===== src/rtl/processor_pkg.sv =====
// processor_pkg: shared widths, FSM states and grant encoding for the memory initiator.
package processor_pkg;
  localparam int DW = 18;
  localparam int AW = 13;
  localparam int DEPTH = 128;
  localparam int BOOT_WAIT = 2;
  localparam int CW = $clog2(BOOT_WAIT + 1);
  typedef enum logic [2:0] {ST_BOOT, ST_IDLE, ST_RD, ST_RWAIT, ST_WR, ST_RESP} state_t;
  typedef enum logic {GNT_IF, GNT_D} gnt_t;
  function automatic logic in_range(input logic [AW-1:0] a);
    return a < AW'(DEPTH);
  endfunction
endpackage


===== src/rtl/mem_initiator.sv =====
// mem_initiator: arbitrates fetch and data requests onto one registered-read memory channel.
module mem_initiator
  import processor_pkg::*;
(
  input  logic          clk,
  input  logic          rst,
  input  logic          if_req,
  input  logic [AW-1:0] if_addr,
  output logic [DW-1:0] if_rdata,
  output logic          if_done,
  input  logic          d_req,
  input  logic          d_we,
  input  logic [AW-1:0] d_addr,
  input  logic [DW-1:0] d_wdata,
  output logic [DW-1:0] d_rdata,
  output logic          d_done,
  output logic          err,
  output logic          busy,
  output logic          mem_re,
  output logic          mem_we,
  output logic [AW-1:0] mem_addr,
  output logic [DW-1:0] mem_wdata,
  input  logic [DW-1:0] mem_rdata
);
  state_t        r_state, w_ns;
  gnt_t          r_gnt, w_gnt;
  logic [CW-1:0] r_cnt;
  logic          r_if_wait;
  logic          w_start, w_oor, w_cap;
  logic [AW-1:0] w_addr;
  logic [DW-1:0] w_rd;
  // data wins unless a fetch already lost the previous contention
  assign w_gnt   = (r_state == ST_IDLE) ? ((d_req && !(if_req && r_if_wait)) ? GNT_D : GNT_IF) : r_gnt;
  assign w_addr  = (w_gnt == GNT_D) ? d_addr : if_addr;
  assign w_start = (r_state == ST_IDLE) && (d_req || if_req);
  assign w_oor   = !in_range(w_addr);
  assign w_cap   = (r_state == ST_RWAIT) || (w_start && w_oor);
  assign w_rd    = (r_state == ST_RWAIT) ? mem_rdata : '0;
  always_ff @(posedge clk or posedge rst)
    if (rst) begin
      r_state <= ST_BOOT;
      r_cnt   <= '0;
    end else begin
      r_state <= w_ns;
      r_cnt   <= (r_state == ST_BOOT) ? r_cnt + 1'b1 : '0;
    end
  always_comb begin
    w_ns = r_state;
    case (r_state)
      ST_BOOT:  w_ns = (r_cnt == CW'(BOOT_WAIT - 1)) ? ST_IDLE : ST_BOOT;
      ST_IDLE:  w_ns = !w_start ? ST_IDLE : w_oor ? ST_RESP : (w_gnt == GNT_D && d_we) ? ST_WR : ST_RD;
      ST_RD:    w_ns = ST_RWAIT;
      ST_RWAIT: w_ns = ST_RESP;
      ST_WR:    w_ns = ST_RESP;
      default:  w_ns = ST_IDLE;
    endcase
  end
  always_ff @(posedge clk or posedge rst)
    if (rst) begin
      r_gnt     <= GNT_IF;
      r_if_wait <= 1'b0;
      busy      <= 1'b1;
      mem_re    <= 1'b0;
      mem_we    <= 1'b0;
      mem_addr  <= '0;
      mem_wdata <= '0;
      if_rdata  <= '0;
      d_rdata   <= '0;
      if_done   <= 1'b0;
      d_done    <= 1'b0;
      err       <= 1'b0;
    end else begin
      busy    <= w_ns != ST_IDLE;
      mem_re  <= w_ns == ST_RD;
      mem_we  <= w_ns == ST_WR;
      if_done <= (w_ns == ST_RESP) && (w_gnt == GNT_IF);
      d_done  <= (w_ns == ST_RESP) && (w_gnt == GNT_D);
      err     <= w_start && w_oor;
      if (w_start) begin
        r_gnt     <= w_gnt;
        r_if_wait <= d_req && if_req && (w_gnt == GNT_D);
        if (!w_oor) mem_addr <= w_addr;
        if (w_ns == ST_WR) mem_wdata <= d_wdata;
      end
      if (w_cap) begin
        if (w_gnt == GNT_D) d_rdata <= w_rd;
        else if_rdata <= w_rd;
      end
    end
  assert property (@(posedge clk) disable iff (rst) !(mem_re && mem_we));
endmodule


===== config.mk =====
export PLATFORM = sky130hd
export DESIGN_NAME = mem_initiator
export DESIGN_NICKNAME = d
export VERILOG_FILES = /design/src/rtl/processor_pkg.sv /design/src/rtl/mem_initiator.sv
export SDC_FILE = /design/constraint.sdc
export NUM_CORES = 1
export LEC_CHECK = 0
export CAP_MARGIN = 20
export CORE_ASPECT_RATIO = 1.25
export CORE_MARGIN = 2
export CORE_UTILIZATION = 42
export CTS_CLUSTER_DIAMETER = 50
export DETAILED_ROUTE_END_ITERATION = 8
export PLACE_DENSITY = 0.77
export SYNTH_ARGS = -nofsm -noshare
export SYNTH_HDL_FRONTEND = slang
export SYNTH_SLANG_ARGS = --single-unit

===== constraint.sdc =====
create_clock -name clk -period 3.19 [get_ports clk]
set_input_delay 0.638 -clock clk [delete_from_list [all_inputs] [get_ports clk]]
set_output_delay 0.638 -clock clk [all_outputs]
set_load 0.05 [all_outputs]

==> results of run 1 <==
[cells by family after synthesis]
| kind of cell | after synthesis |
|---|---|
| flops | 80 |
| simple gates | 62 |
| compound gates | 55 |
| mux | 21 |
| buf+inv | 16 |
| fa+ha+maj | 1 |
[worst min-delay path by stage]
| stage | slack, ps | start | to |
|---|---|---|---|
| final | 440 | r_cnt[0] | r_cnt[0] |
| after CTS | 440 | r_cnt[0] | r_cnt[0] |
| after global routing | 460 | r_cnt[0] | r_cnt[0] |
| after global placement | 420 | r_cnt[0] | r_cnt[0] |
| after detailed placement | 430 | r_cnt[0] | r_cnt[0] |
| after floorplan | 410 | r_cnt[0] | r_cnt[0] |
[cells in the mapped netlist (2+ instances only)]
master	instances	area share (%)
dfrtp_1	79	62
a22o_1	36	9.9
inv_1	7	0.83
nand2_1	18	2.1
and2_1	2	0.39
nor2b_1	7	1.4
nor4b_1	2	0.55
mux2_2	9	3.2
mux2_4	10	4.7
a21oi_1	4	0.63
clkbuf_1	4	0.47
a31oi_1	9	1.8
nor4_1	2	0.39
nor2_1	20	2.4
buf_2	3	0.47
o21ai_0	2	0.32
[routing by layer]
layer / part of all wire, % / wire, microns / GRT usage (%)
met5: 0 / 0 / 0
met2: 49 / 3910 / 31.8
met3: 6.6 / 531 / 4.28
met4: 2.3 / 183 / 9.74
met1: 42 / 3400 / 25.6
[sequential cells by signal, indices dropped and copies added, names as in the netlist]
register	count
d_done	1
err	1
r_if_wait	1
if_rdata	18
d_rdata	18
mem_addr	13
r_state	3
mem_re	1
r_gnt	1
r_cnt	2
mem_we	1
busy	1
if_done	1
mem_wdata	18
[layout make-up]
class / count / area, sq um
clock inverters: 6 / 73.8
repair buffers: 145 / 1450
flip-flops and latches: 80 / 2000
clock buffers: 10 / 138
inverters: 7 / 27.5
multi-input cells: 139 / 1090
fillers: 560 / 2460
well taps: 92 / 115
[power groups by stage]
stage          clock network [mW]  registers, mW  logic (mW)
2_1_floorplan                   0           1.53       0.254
3_3_place_gp                    0           1.21       0.913
3_5_place_dp                    0           1.21       0.925
4_1_cts                     0.798           1.19       0.928
5_1_grt                     0.844           1.21       0.977
6_report                    0.776           1.19       0.921
[stage by stage]
step | cell area, sq um | cells
2_1_floorplan | 3170 | 235
5_1_grt | 4890 | 479
6_report | 4890 | 479
3_3_place_gp | 4680 | 463
3_5_place_dp | 4680 | 463
4_1_cts | 4890 | 479
==> reports/metrics.cfg, run 1 <==
[global_routing]
grtUsageTotal_pct = 19.9
antenna_found_initial = 0
grt_overflow = 0
grt_first_pass_wirelength_microns = 12400
grt_max_degree = 44
grt_pass1_vias = 2486

[finish]
drive_above_1_share_pct = 12.9
final_common_cell = clkdlybuf4s50_1
final_util_pct = 66.5
mostFrequentLayoutCells = clkdlybuf4s50_1, dfrtp_1, a22o_1
final_nets = 450
n_antenna_cell = 0
area_growth_pct = 54.3

[clock_network]
postCtsHoldBufs = 0
postCtsSetupBuffers = 0
path_clk_slew_ps = 80
clk_latency_ps = 350
root_buffer = clkbuf_8
ctsResizeCount = 0
cts_buffers = 9
cts.sinks = 80
tritoncts = yes
clockBufferDepth = 2
htreeDepth = 3

[worst_setup_path]
setup.worst_path.end_class = register
crit_start = d_req
cp_slowest_stage_delay_ps = 550
path_depth = 6
timing.rr.end = mem_wdata[5]
rr_worst_depth = 5
start_kind = input port
crit_type = input port to register
rr_startpoint = r_state[2]
cpMostUsedCell = mux2_4
cpMaxStageDelayCell = clkdlybuf4s50_1
crit_path_end = mem_wdata[5]
cp_cell_sequence = clkdlybuf4s50_1, a21boi_1, mux2_4, mux2i_4, nand2_8, mux2_4
r2r_setup_slack_ps = 820
path_max_fanout = 19
worstPathRequired_ps = 3420
worstPathArrival_ps = 2780
critical_path.top_delay_family = multiplexers
worst-path-buf-inv = 1

[synth]
syn_area_sq_mm = 0.00317
ys_ff_latch = 80
synth_ff_type = dfrtp_1
yosys.area_share.simple_pct = 10.4
ys_seq_area_share_pct = 63.2
synth_mux_area_share_pct = 8.95
yosys_warnings = 0
async_flop_share_pct = 100
synthAdderAreaFrac_pct = 0.394
synth-compound-area-share_pct = 14.4
syn_inst = 235
synth_xor_area_share_pct = 0
synth_nets = 303
synth_top_family_by_area = compound AO/OA/AOI/OAI gates
synth_cell_types = 37
synth_edf_count = 0
syn_area_per_cell_sq_um = 13.5

[timing]
fin_tns_setup_ps = 0
final_hold_viol_count = 0
relSlewSlack_pct = 46.0
max_freq_ghz = 0.393
rsz0062_at_grt = no
finalMaxSlewViolations = 0
tightest_slew_ps = 788
post-route-min-period_ps = 2550
whs_ps = 442
post-route-period-util_pct = 79.9
fin_ws_ps = 643
skew_ps = 15.2
setup_violations = 0

[floorplan]
die-width_microns = 81.7
boundaryPins = 140
die_h_microns = 101
core_area_sq_mm = 0.00736
rows = 35
start_util_pct = 43.1
die-area_sq_mm = 0.00827

[place]
gp_congestion = 0.794
portBuffers = 139
dp_hpwl_microns = 5560
dp_slack_ps = 291

[detailed_routing]
vias = 2491
drt_iter0_markers = 94
drt_wl_total_microns = 8020
firstDrtPassIters = 6
wl_per_cell_microns = 16.7
drt-vias-per-instance = 5.20
ant_nets = 0
drc = 0

[pwr]
vdd_ir_drop_max_v = 0.000381
leakage_nw = 2.22
seqPwrFrac_pct = 41.3
p_comb_share_pct = 31.8
pwr_density_cell_mw_per_mm2 = 591
p_clk_share_pct = 26.8
switching_power_mw = 1.01
fin_total_pwr_mw = 2.89
sw_frac_of_total_pct = 35.0
intPower_mw = 1.88

[hold_path]
hp-class = register to register
hold_depth = 1

[run_status]
status = finished, final reports clean

[flow_run]
maxCapViolCount = 0

Power figures use the tool's default switching activity.
==> inputs of run 2 (changes only) <==
--- a/config.mk
+++ b/config.mk
@@ -8,10 +8,10 @@
 export CAP_MARGIN = 20
 export CORE_ASPECT_RATIO = 1.25
 export CORE_MARGIN = 2
-export CORE_UTILIZATION = 42
+export CORE_UTILIZATION = 38
 export CTS_CLUSTER_DIAMETER = 50
 export DETAILED_ROUTE_END_ITERATION = 8
-export PLACE_DENSITY = 0.77
+export PLACE_DENSITY = 0.74
 export SYNTH_ARGS = -nofsm -noshare
 export SYNTH_HDL_FRONTEND = slang
 export SYNTH_SLANG_ARGS = --single-unit
==> constraint.sdc (replaced) <==
create_clock -name clk -period 2.14 [get_ports clk]
set_input_delay 0.428 -clock clk [delete_from_list [all_inputs] [get_ports clk]]
set_output_delay 0.428 -clock clk [all_outputs]
set_load 0.05 [all_outputs]
==> run 2 against run 1 <==
Final area is 2.8% higher; non-clock buffer count rose by 12; clock skew down 8.2 ps; setup slack worse by 580 ps; critical path type is now register to output pin; largest power group unchanged.
==> reports/metrics.cfg, run 2 (same netlist as run 1, synthesis figures left out) <==
[floorplan]
boundaryPins = 140
die-width_microns = 85.7
die-area_sq_mm = 0.00910
core_area_sq_mm = 0.00815
rows = 37
die_h_microns = 106
start_util_pct = 38.9

[pwr]
pwr_density_cell_mw_per_mm2 = 872
seqPwrFrac_pct = 40.3
switching_power_mw = 1.52
p_clk_share_pct = 26.6
sw_frac_of_total_pct = 34.7
vdd_ir_drop_max_v = 0.000630
intPower_mw = 2.86
p_comb_share_pct = 33.1
leakage_nw = 2.29

[detailed_routing]
wl_met3_microns = 449
vias = 2508
firstDrtPassIters = 4
drt_wl_total_microns = 8180
highest_layer = met4
route.met2.wl_microns = 4100
drt-vias-per-instance = 5.06
drt_iter0_markers = 85
m1WireLength_microns = 3530
wl_per_cell_microns = 16.5
ant_nets = 0
drc = 0

[finish]
final_nets = 462
area_growth_pct = 58.5
reg.largest.list = d_rdata (18), if_rdata (18), mem_wdata (18)
final_common_cell = clkdlybuf4s50_1
fillers = 658
drive_above_1_share_pct = 16.0
n_antenna_cell = 0
mostFrequentLayoutCells = clkdlybuf4s50_1, dfrtp_1, a22o_1

[clock_network]
tritoncts = yes
root_buffer = clkbuf_8
clk_latency_ps = 340
path_clk_slew_ps = 80
htreeDepth = 3
ctsResizeCount = 0
postCtsSetupBuffers = 0
cts.sinks = 80
cts_buffers = 9
clockBufferDepth = 2
postCtsHoldBufs = 0

[place]
gp_congestion = 0.755
dp_slack_ps = -183
dp_hpwl_microns = 5680
portBuffers = 139

[hold_path]
min_from = r_cnt[0]
hp-class = register to register

[worst_setup_path]
setup.worst_path.end_class = output pin
critical_path.top_delay_family = buffers and inverters
cp_slowest_stage_delay_ps = 800
worstPathRequired_ps = 1710
rr_startpoint = r_state[1]
start_kind = register
cp_cell_sequence = clkdlybuf4s50_1
worstPathArrival_ps = 1650
cpMaxStageDelayCell = clkdlybuf4s50_1
crit_type = register to output pin
path_max_fanout = 1
worst-path-buf-inv = 1
crit_start = busy

[global_routing]
grt_pass1_vias = 2601
grt_max_degree = 81
grt_overflow = 0
grt_first_pass_wirelength_microns = 12900
grtUsageTotal_pct = 18.3
antenna_found_initial = 0

[timing]
skew_ps = 6.98
tightest_slew_ps = 536
final_hold_viol_count = 0
post-route-min-period_ps = 2080
relSlewSlack_pct = 64.1
fin_ws_ps = 62.5
rsz0062_at_grt = no
max_freq_ghz = 0.481
fin_tns_setup_ps = 0
finalMaxSlewViolations = 0
setup_violations = 0
post-route-period-util_pct = 97.1

[flow_run]
maxCapViolCount = 0

[run_status]
status = finished, final reports clean

[run 2: power groups by stage]
stage | sequential (mW) | clock (mW) | combinational, mW
2_1_floorplan | 2.29 | 0 | 0.377
3_3_place_gp | 1.79 | 0 | 1.45
3_5_place_dp | 1.80 | 0 | 1.46
4_1_cts | 1.77 | 1.19 | 1.46
5_1_grt | 1.79 | 1.27 | 1.53
6_report | 1.77 | 1.17 | 1.45
[run 2: per-layer routing]
layer  vias to the layer above  global-route usage (%)
li1                       1166                       -
met1                      1241                    23.1
met2                        92                    31.0
met3                         9                    3.88
met4                         0                    6.58
met5                         -                       0
[run 2: layout make-up]
cell class / count / area [sq um] / share of cell area [%]
flip-flops and latches: 80 / 2000 / 39.8
inverters: 7 / 30.0 / 0.597
repair buffers: 157 / 1560 / 31.1
clock inverters: 6 / 75.1 / 1.49
well taps: 97 / 121 / 2.41
clock buffers: 10 / 138 / 2.74
multi-input cells: 139 / 1100 / 21.8
[run 2: final timing paths]
| path | cells past startpoint | end | slack, ps |
|---|---|---|---|
| max in group asynchronous | 3 | busy | 1240 |
| min in group asynchronous | 3 | mem_wdata[8] | 520 |
| worst min register to register | 1 | r_cnt[0] | 440 |
| worst max-delay path | 1 | busy | 60 |
| worst max register to register | 6 | if_done | 150 |
| worst min-delay path | 1 | r_cnt[0] | 440 |
[run 2: per-stage QoR]
step	total power [mW]	utilization [%]	cell area [sq um]	std cells	hold slack, ps
2_1_floorplan	2.66	-	3180	235	410
3_3_place_gp	3.24	59.0	4810	480	419
3_5_place_dp	3.26	59.0	4810	480	437
4_1_cts	4.43	61.6	5020	496	449
5_1_grt	4.59	61.7	5030	496	453
6_report	4.38	61.7	5030	496	439
==> inputs of run 3 (changes only) <==
--- a/config.mk
+++ b/config.mk
@@ -7,7 +7,7 @@
 export LEC_CHECK = 0
 export CAP_MARGIN = 20
 export CORE_ASPECT_RATIO = 1.25
-export CORE_MARGIN = 2
+export CORE_MARGIN = 1
 export CORE_UTILIZATION = 38
 export CTS_CLUSTER_DIAMETER = 50
 export DETAILED_ROUTE_END_ITERATION = 8
==> run 3 against run 2 <==
Sequential power about the same; sequential share of layout area shrank 0.23 points; first-iteration DRC count is 42% higher; critical path depth did not move; core utilization rose by 2.1 points; final area grew 0.57%; largest cell class unchanged.
==> reports/metrics.cfg, run 3 (same netlist as run 1, synthesis figures left out) <==
[timing]
finalMaxSlewViolations = 0
relSlewSlack_pct = 63.9
post-route-period-util_pct = 96.2
rsz0062_at_grt = no
final_hold_viol_count = 0
setup_violations = 0
tightest_slew_ps = 541
post-route-min-period_ps = 2060
fin_tns_setup_ps = 0
max_freq_ghz = 0.486
skew_ps = 12.2
whs_ps = 438
fin_ws_ps = 81.0

[floorplan]
core_area_sq_mm = 0.00793
start_util_pct = 40.0
die_h_microns = 104
die-area_sq_mm = 0.00872
rows = 36
die-width_microns = 83.7
boundaryPins = 140

[pwr]
intPower_mw = 3.04
switching_power_mw = 1.48
leakage_nw = 2.31
fin_total_pwr_mw = 4.52
sw_frac_of_total_pct = 32.6
p_clk_share_pct = 28.4
vdd_ir_drop_max_v = 0.000569
p_comb_share_pct = 32.3
seqPwrFrac_pct = 39.2
pwr_density_cell_mw_per_mm2 = 894

[detailed_routing]
drc = 0
drt_iter0_markers = 121
vias = 2527
firstDrtPassIters = 4
wl_per_cell_microns = 16.9
drt-vias-per-instance = 5.13
drt_wl_total_microns = 8310
ant_nets = 0

[clock_network]
cts.sinks = 80
clk_latency_ps = 340
path_clk_slew_ps = 80
postCtsHoldBufs = 0
root_buffer = clkbuf_8
clockBufferDepth = 2
htreeDepth = 3
cts_buffers = 9
tritoncts = yes

[finish]
n_antenna_cell = 0
final_nets = 462
final_common_cell = clkdlybuf4s50_1
final_util_pct = 63.8
mostFrequentLayoutCells = clkdlybuf4s50_1, dfrtp_1, a22o_1
area_growth_pct = 59.4
reg.largest.list = d_rdata (18), if_rdata (18), mem_wdata (18)
drive_above_1_share_pct = 15.8

[worst_setup_path]
start_kind = register
worstPathRequired_ps = 1710
crit_start = busy
worstPathArrival_ps = 1630
r2r_setup_slack_ps = 120
setup.worst_path.end_class = output pin
cpMaxStageDelayCell = clkdlybuf4s50_1
rr_startpoint = r_state[1]
crit_type = register to output pin
worst-path-buf-inv = 1
critical_path.top_delay_family = buffers and inverters
cp_cell_sequence = clkdlybuf4s50_1
cp_slowest_stage_delay_ps = 790
path_max_fanout = 1

[global_routing]
grt_max_degree = 57
grt_pass1_vias = 2723
grt_first_pass_wirelength_microns = 13600
grt_overflow = 0
antenna_found_initial = 0
grtUsageTotal_pct = 19.8

[hold_path]
min_from = r_cnt[0]
hp-class = register to register

[flow_run]
maxCapViolCount = 0

[place]
dp_slack_ps = -250
portBuffers = 139
dp_hpwl_microns = 5770
gp_congestion = 0.838

[run_status]
status = finished, final reports clean

-- run 3: cell count changes in the layout (fill, tap and decap cells not counted), sizes merged --
cell	before	now
clkbuf	10	9
clkinv	1	3
bufinv	1	3
clkinvlp	2	1
inv	9	6
-- run 3: final timing paths --
path                           endpoint  depth (start not counted)
setup / recovery                   busy                          1
hold / removal                 r_cnt[0]                          1
setup reg to reg           mem_wdata[3]                          5
hold reg to reg                r_cnt[0]                          1
max in group asynchronous          busy                          3
min in group asynchronous   if_rdata[9]                          3
-- run 3: layer usage --
layer | global-route usage [%] | routed length [microns] | up-vias
met1 | 25.4 | 3510 | 1246
li1 | - | - | 1162
met3 | 3.57 | 423 | 16
met4 | 8.72 | 195 | 0
met2 | 32.7 | 4180 | 103
met5 | 0 | 0 | -
-- run 3: power by group through the flow --
stage               registers, mW  clock network (mW)  logic (mW)
finish                       1.77                1.29        1.46
global route                 1.80                1.39        1.54
CTS                          1.77                1.32        1.47
detailed placement           1.80                   0        1.47
global placement             1.80                   0        1.45
floorplan                    2.29                   0       0.377
-- run 3: cell type report --
class,instances,area (sq um)
Multi-Input combinational cell,139,1100
Inverter,7,30.0
Fill cell,601,2870
Sequential cell,80,2000
Timing Repair Buffer,157,1570
Clock buffer,9,124
Clock inverter,6,109
Tap cell,95,119
-- run 3: repair_timing --
| item | 4_1_cts | 5_1_grt |
|---|---|---|
| setup endpoints to repair | 0 | 25 |
| resized for setup | 0 | 3 |
| buffers inserted | 0 | 0 |
-- run 3: through the flow --
stage,cell area (sq um),std cells
4_1_cts,5040,493
3_5_place_dp,4810,478
5_1_grt,5060,493
2_1_floorplan,3180,235
6_report,5060,493
3_3_place_gp,4810,478
